File: config.mk
export PLATFORM = sky130hd
export DESIGN_NAME = handshake_skid_buffer_flat
export DESIGN_NICKNAME = d
export VERILOG_FILES = /design/src/rtl/handshake_skid_buffer_if.sv /design/src/rtl/handshake_skid_buffer.sv /design/src/flat_wrapper.sv
export SDC_FILE = /design/constraint.sdc
export NUM_CORES = 1
export LEC_CHECK = 0
export CAP_MARGIN = 30
export CORE_MARGIN = 10
export CORE_UTILIZATION = 40
export DETAILED_ROUTE_END_ITERATION = 10
export GPL_TIMING_DRIVEN = 0
export HOLD_SLACK_MARGIN = 0.15
export PLACE_DENSITY_LB_ADDON = 0.08
export SKIP_CTS_REPAIR_TIMING = 1
export SYNTH_ARGS = -nofsm -noshare
export SYNTH_HDL_FRONTEND = slang
export SYNTH_SLANG_ARGS = --single-unit
File: constraint.sdc
create_clock -name clk -period 2.4 [get_ports clk]
set_input_delay 0.48 -clock clk [delete_from_list [all_inputs] [get_ports clk]]
set_output_delay 0.48 -clock clk [all_outputs]
set_load 0.03 [all_outputs]
File: src/rtl/handshake_skid_buffer_if.sv
// Ready/valid stream bundle between a producer, the skid buffer and a consumer.
// The slave modport is the buffer's view; master is the environment's view.
interface handshake_skid_buffer_if #(
  parameter int unsigned WORD_WIDTH = 8
);
  logic                  up_valid;
  logic [WORD_WIDTH-1:0] up_data;
  logic                  up_ready;
  logic                  down_valid;
  logic [WORD_WIDTH-1:0] down_data;
  logic                  down_ready;
  logic                  my_accept;
  logic                  my_transmit;

  modport slave (
    input  up_valid, up_data, down_ready,
    output up_ready, down_valid, down_data, my_accept, my_transmit
  );

  modport master (
    output up_valid, up_data, down_ready,
    input  up_ready, down_valid, down_data, my_accept, my_transmit
  );
endinterface

File: src/rtl/handshake_skid_buffer.sv
// Two-entry skid buffer: registered up_ready/down_valid/down_data, full
// throughput, one word of slack while downstream stalls.
module handshake_skid_buffer #(
  parameter int unsigned WORD_WIDTH = 8
) (
  input  logic                    clk,
  input  logic                    rst_n,
  handshake_skid_buffer_if.slave  bus
);

  localparam logic [1:0] ST_EMPTY = 2'd0;
  localparam logic [1:0] ST_BUSY  = 2'd1;
  localparam logic [1:0] ST_FULL  = 2'd2;

  logic [1:0]            state_q, state_d;
  logic [WORD_WIDTH-1:0] out_q, out_d;
  logic [WORD_WIDTH-1:0] skid_q, skid_d;
  logic                  up_ready_q, up_ready_d;
  logic                  down_valid_q, down_valid_d;
  logic                  accept;
  logic                  transmit;

  assign accept   = bus.up_valid & up_ready_q;
  assign transmit = down_valid_q & bus.down_ready;

  assign bus.up_ready    = up_ready_q;
  assign bus.down_valid  = down_valid_q;
  assign bus.down_data   = out_q;
  assign bus.my_accept   = accept;
  assign bus.my_transmit = transmit;

  // Next state and storage moves; ready/valid flops are decoded from the
  // next state so both stay registered with no input-to-output path.
  always_comb begin
    state_d = state_q;
    out_d   = out_q;
    skid_d  = skid_q;
    case (state_q)
      ST_EMPTY: begin
        if (accept) begin
          out_d   = bus.up_data;
          state_d = ST_BUSY;
        end
      end
      ST_BUSY: begin
        if (accept && !transmit) begin
          skid_d  = bus.up_data;
          state_d = ST_FULL;
        end else if (accept && transmit) begin
          out_d   = bus.up_data;
        end else if (!accept && transmit) begin
          state_d = ST_EMPTY;
        end
      end
      ST_FULL: begin
        if (transmit) begin
          out_d   = skid_q;
          state_d = ST_BUSY;
        end
      end
      default: begin
        state_d = ST_EMPTY;
      end
    endcase
    up_ready_d   = (state_d != ST_FULL);
    down_valid_d = (state_d != ST_EMPTY);
  end

  // State and data registers with synchronous active-low reset.
  always_ff @(posedge clk) begin
    if (!rst_n) begin
      state_q      <= ST_EMPTY;
      out_q        <= '0;
      skid_q       <= '0;
      up_ready_q   <= 1'b0;
      down_valid_q <= 1'b0;
    end else begin
      state_q      <= state_d;
      out_q        <= out_d;
      skid_q       <= skid_d;
      up_ready_q   <= up_ready_d;
      down_valid_q <= down_valid_d;
    end
  end

endmodule

File: src/flat_wrapper.sv
// flat-port wrapper written by rule: the top's interface ports become plain ports
module handshake_skid_buffer_flat 
#(
  parameter int unsigned WORD_WIDTH = 8
)
  (clk, rst_n, bus_up_valid, bus_up_data, bus_down_ready, bus_up_ready, bus_down_valid, bus_down_data, bus_my_accept, bus_my_transmit);
  handshake_skid_buffer_if #(.WORD_WIDTH(WORD_WIDTH)) bus_i ();
  input  logic clk;
  input  logic rst_n;
  input wire logic [$bits(bus_i.up_valid)-1:0] bus_up_valid;
  input wire logic [$bits(bus_i.up_data)-1:0] bus_up_data;
  input wire logic [$bits(bus_i.down_ready)-1:0] bus_down_ready;
  output wire logic [$bits(bus_i.up_ready)-1:0] bus_up_ready;
  output wire logic [$bits(bus_i.down_valid)-1:0] bus_down_valid;
  output wire logic [$bits(bus_i.down_data)-1:0] bus_down_data;
  output wire logic [$bits(bus_i.my_accept)-1:0] bus_my_accept;
  output wire logic [$bits(bus_i.my_transmit)-1:0] bus_my_transmit;
  assign bus_i.up_valid = bus_up_valid;
  assign bus_i.up_data = bus_up_data;
  assign bus_i.down_ready = bus_down_ready;
  assign bus_up_ready = bus_i.up_ready;
  assign bus_down_valid = bus_i.down_valid;
  assign bus_down_data = bus_i.down_data;
  assign bus_my_accept = bus_i.my_accept;
  assign bus_my_transmit = bus_i.my_transmit;
  handshake_skid_buffer #(.WORD_WIDTH(WORD_WIDTH)) u_core (.clk(clk), .rst_n(rst_n), .bus(bus_i));
endmodule
==> impl_metrics.env <==
export IMPL_finalHoldViolations=0
export IMPL_yosysTopAreaCell="dfxtp_1"
export IMPL_grt_pass1_wl_um=3740
export IMPL_grt_ovfl_total=0
export IMPL_cp_slowest_cell="clkdlybuf4s50_1"
export IMPL_crit_family="buffers and inverters"
export IMPL_post_drt_via_cell_ratio=5.59
export IMPL_die_w_um=68.9
export IMPL_dpl_hpwl_um=1720
export IMPL_cts_clk_slew_worst_paths_ns=0.11
export IMPL_grt_max_degree=11
export IMPL_fill_cells=213
export IMPL_setup_worst_path_class="in2out"
export IMPL_post_route_util_pct=55.9
export IMPL_worst_pin_slew_ns=0.458
export IMPL_dp_cells=147
export IMPL_diodes=0
export IMPL_outcome="finished, final reports clean"
export IMPL_grt_pass1_vias=796
export IMPL_seq_area_frac_synth_pct=41.9
export IMPL_clk_latency_ns=0.30
export IMPL_antenna_found_initial=0
export IMPL_dp_slack_ns=-0.240
export IMPL_syn_area_sq_um=955
export IMPL_slew_viol_final=0
export IMPL_ys_async_sr_fraction_pct=0
export IMPL_required_ns=1.92
export IMPL_start_util_pct=42.7
export IMPL_fmax_mhz=441
export IMPL_ys_ff_latch=20
export IMPL_worst_path_buf_inv=3
export IMPL_rsz0062_at_grt="false"
export IMPL_num_rows=17
export IMPL_netlist_instances=96
export IMPL_fin_crit_sh_pct=94.5
export IMPL_hold_class="reg2reg"
export IMPL_h_tree_depth=1
export IMPL_io_pins=24
export IMPL_ys_flop_type="dfxtp_1"
export IMPL_vias=839
export IMPL_p_total_mw=0.726
export IMPL_worstSetupEndpointType="primary output"
export IMPL_skew_ns=0.00289
export IMPL_port_buffer_count=23
export IMPL_drv_cap=0
export IMPL_drc=0
export IMPL_slew_headroom_pct=69.5
export IMPL_place_congestion=0.711
export IMPL_layout_drive_gt1_share_pct=12.3
export IMPL_dr_pass1_iters=2
export IMPL_ys_types=28
export IMPL_p_leak_nw=0.521
export IMPL_cts_tree="yes"
export IMPL_areaGrowthSynthToFinish_pct=30.7
export IMPL_synth_area_leaders="dfxtp_1, mux2i_1, a211oi_1"
export IMPL_cts_buffer_depth=2
export IMPL_worstPathMaxFanout=10
export IMPL_clock_sinks=20
export IMPL_syn_avg_cell_area_sq_um=9.94
export IMPL_syn_nets=108
export IMPL_crit_path_max_incr_delay_ns=0.53
export IMPL_start_kind="input pin"
export IMPL_yosysWarnings=0
export IMPL_arrival_ns=1.79
export IMPL_core_area_sq_um=2230
export IMPL_synth_top_area_share_pct=41.9
export IMPL_stdcell_area_sq_um=1250
export IMPL_cts_buffers=3
export IMPL_post_route_min_period_ns=2.27
export IMPL_path_cells="clkdlybuf4s50_1 > and2_1 > buf_2 > dlymetal6s2s_1"
export IMPL_grt_usage_pct=10.3
export IMPL_ys_top_cells_by_count="dfxtp_1, a21oi_1, mux2i_1, o21ai_0"
export IMPL_synth_edf_count=0
export IMPL_root_buffer="clkbuf_4"
export IMPL_setup_viol=0
export IMPL_nets=136
export IMPL_ant_nets=0
export IMPL_dpl_cell_area_sq_um=1220
export IMPL_die_area_sq_um=4740
export IMPL_wl_per_cell_um=16.0
export IMPL_ir_drop_v=0.000514
export IMPL_die_height_um=68.9
export IMPL_first_iter_violations=35
export IMPL_fin_ws_ns=0.131
export IMPL_r2r_slack_ns=0.91
export IMPL_synth_most_common_cell="dfxtp_1"
export IMPL_p_per_area_nw_per_um2=582
export IMPL_instances_no_fill=150
export IMPL_wirelength_um=2390
## stage by stage
step	TNS, ns	hold slack (ns)
after floorplan	0	0.453
after global placement	-0.239	0.458
after detailed placement	-0.240	0.466
after CTS	-0.247	0.481
after global routing	0	0.511
final	0	0.480
## tightest hold or removal path, stage by stage (launching register included)
cell,delay (ns)
dfxtp_1,0.32
o21ai_0,0.06
a21oi_1,0.06
## layout by cell type, fill, tap and decap left out, types with 2 or more instances in the layout
master / Yosys / final
buf_2: 3 / 3
buf_6: 2 / 2
and2_1: 2 / 2
mux2i_1: 9 / 9
clkbuf_4: 0 / 3
a21oi_1: 10 / 10
nand3_1: 8 / 8
a2111oi_0: 6 / 6
dfxtp_1: 20 / 20
o21ai_0: 9 / 9
a211oi_1: 8 / 8
a2111oi_2: 2 / 2
dlymetal6s2s_1: 0 / 2
clkdlybuf4s50_1: 0 / 21
## power by group
part / switching, mW / leakage [nW] / internal, mW
logic: 0.107 / 0.344 / 0.0888
clock network: 0.102 / 0.0138 / 0.0585
registers: 0.0152 / 0.164 / 0.354
## cell type report
type | count | area [sq um] | area share, %
flip-flops and latches | 20 | 400 | 32.1
plain buffers | 7 | 48.8 | 3.91
multi-input cells | 67 | 498 | 39.9
well taps | 28 | 35.0 | 2.81
repair buffers | 23 | 235 | 18.9
inverters | 2 | 7.51 | 0.602
clock buffers | 3 | 22.5 | 1.81
## kinds of logic (layout without fill, tap and decap cells)
kind of cell           count (synthesis)  in the layout  share of synthesized area [%]
AO/OA/AOI/OAI                         40             40                           30.7
flip-flops                            20             20                           41.9
AND/OR/NAND/NOR                       18             18                           12.1
multiplexers                           9              9                           9.44
buffers and inverters                  9             35                           5.90
## final timing paths
kind / startpoint / end / depth (start not counted)
worst min-delay path: u_core.skid_q[3] / u_core.skid_q[3] / 2
worst max-delay path: bus_down_ready / bus_my_transmit / 4
worst max register to register: u_core.state_q[1] / u_core.bus.down_data[5] / 5
worst min register to register: u_core.skid_q[3] / u_core.skid_q[3] / 2
## sequential cells by signal (all words and copies together), names as in the netlist
name	count
u_core.skid_q	8
u_core.bus.down_valid	1
u_core.bus.up_ready	1
u_core.state_q	2
u_core.bus.down_data	8
## layer usage
metal	up-vias	routed length, um	track usage (%)
met5	-	0	0
met1	396	1140	12.6
li1	424	-	-
met4	0	12	2.22
met3	2	152	3.86
met2	17	1090	16.8
No activity file was read; power rests on OpenSTA's default activity.
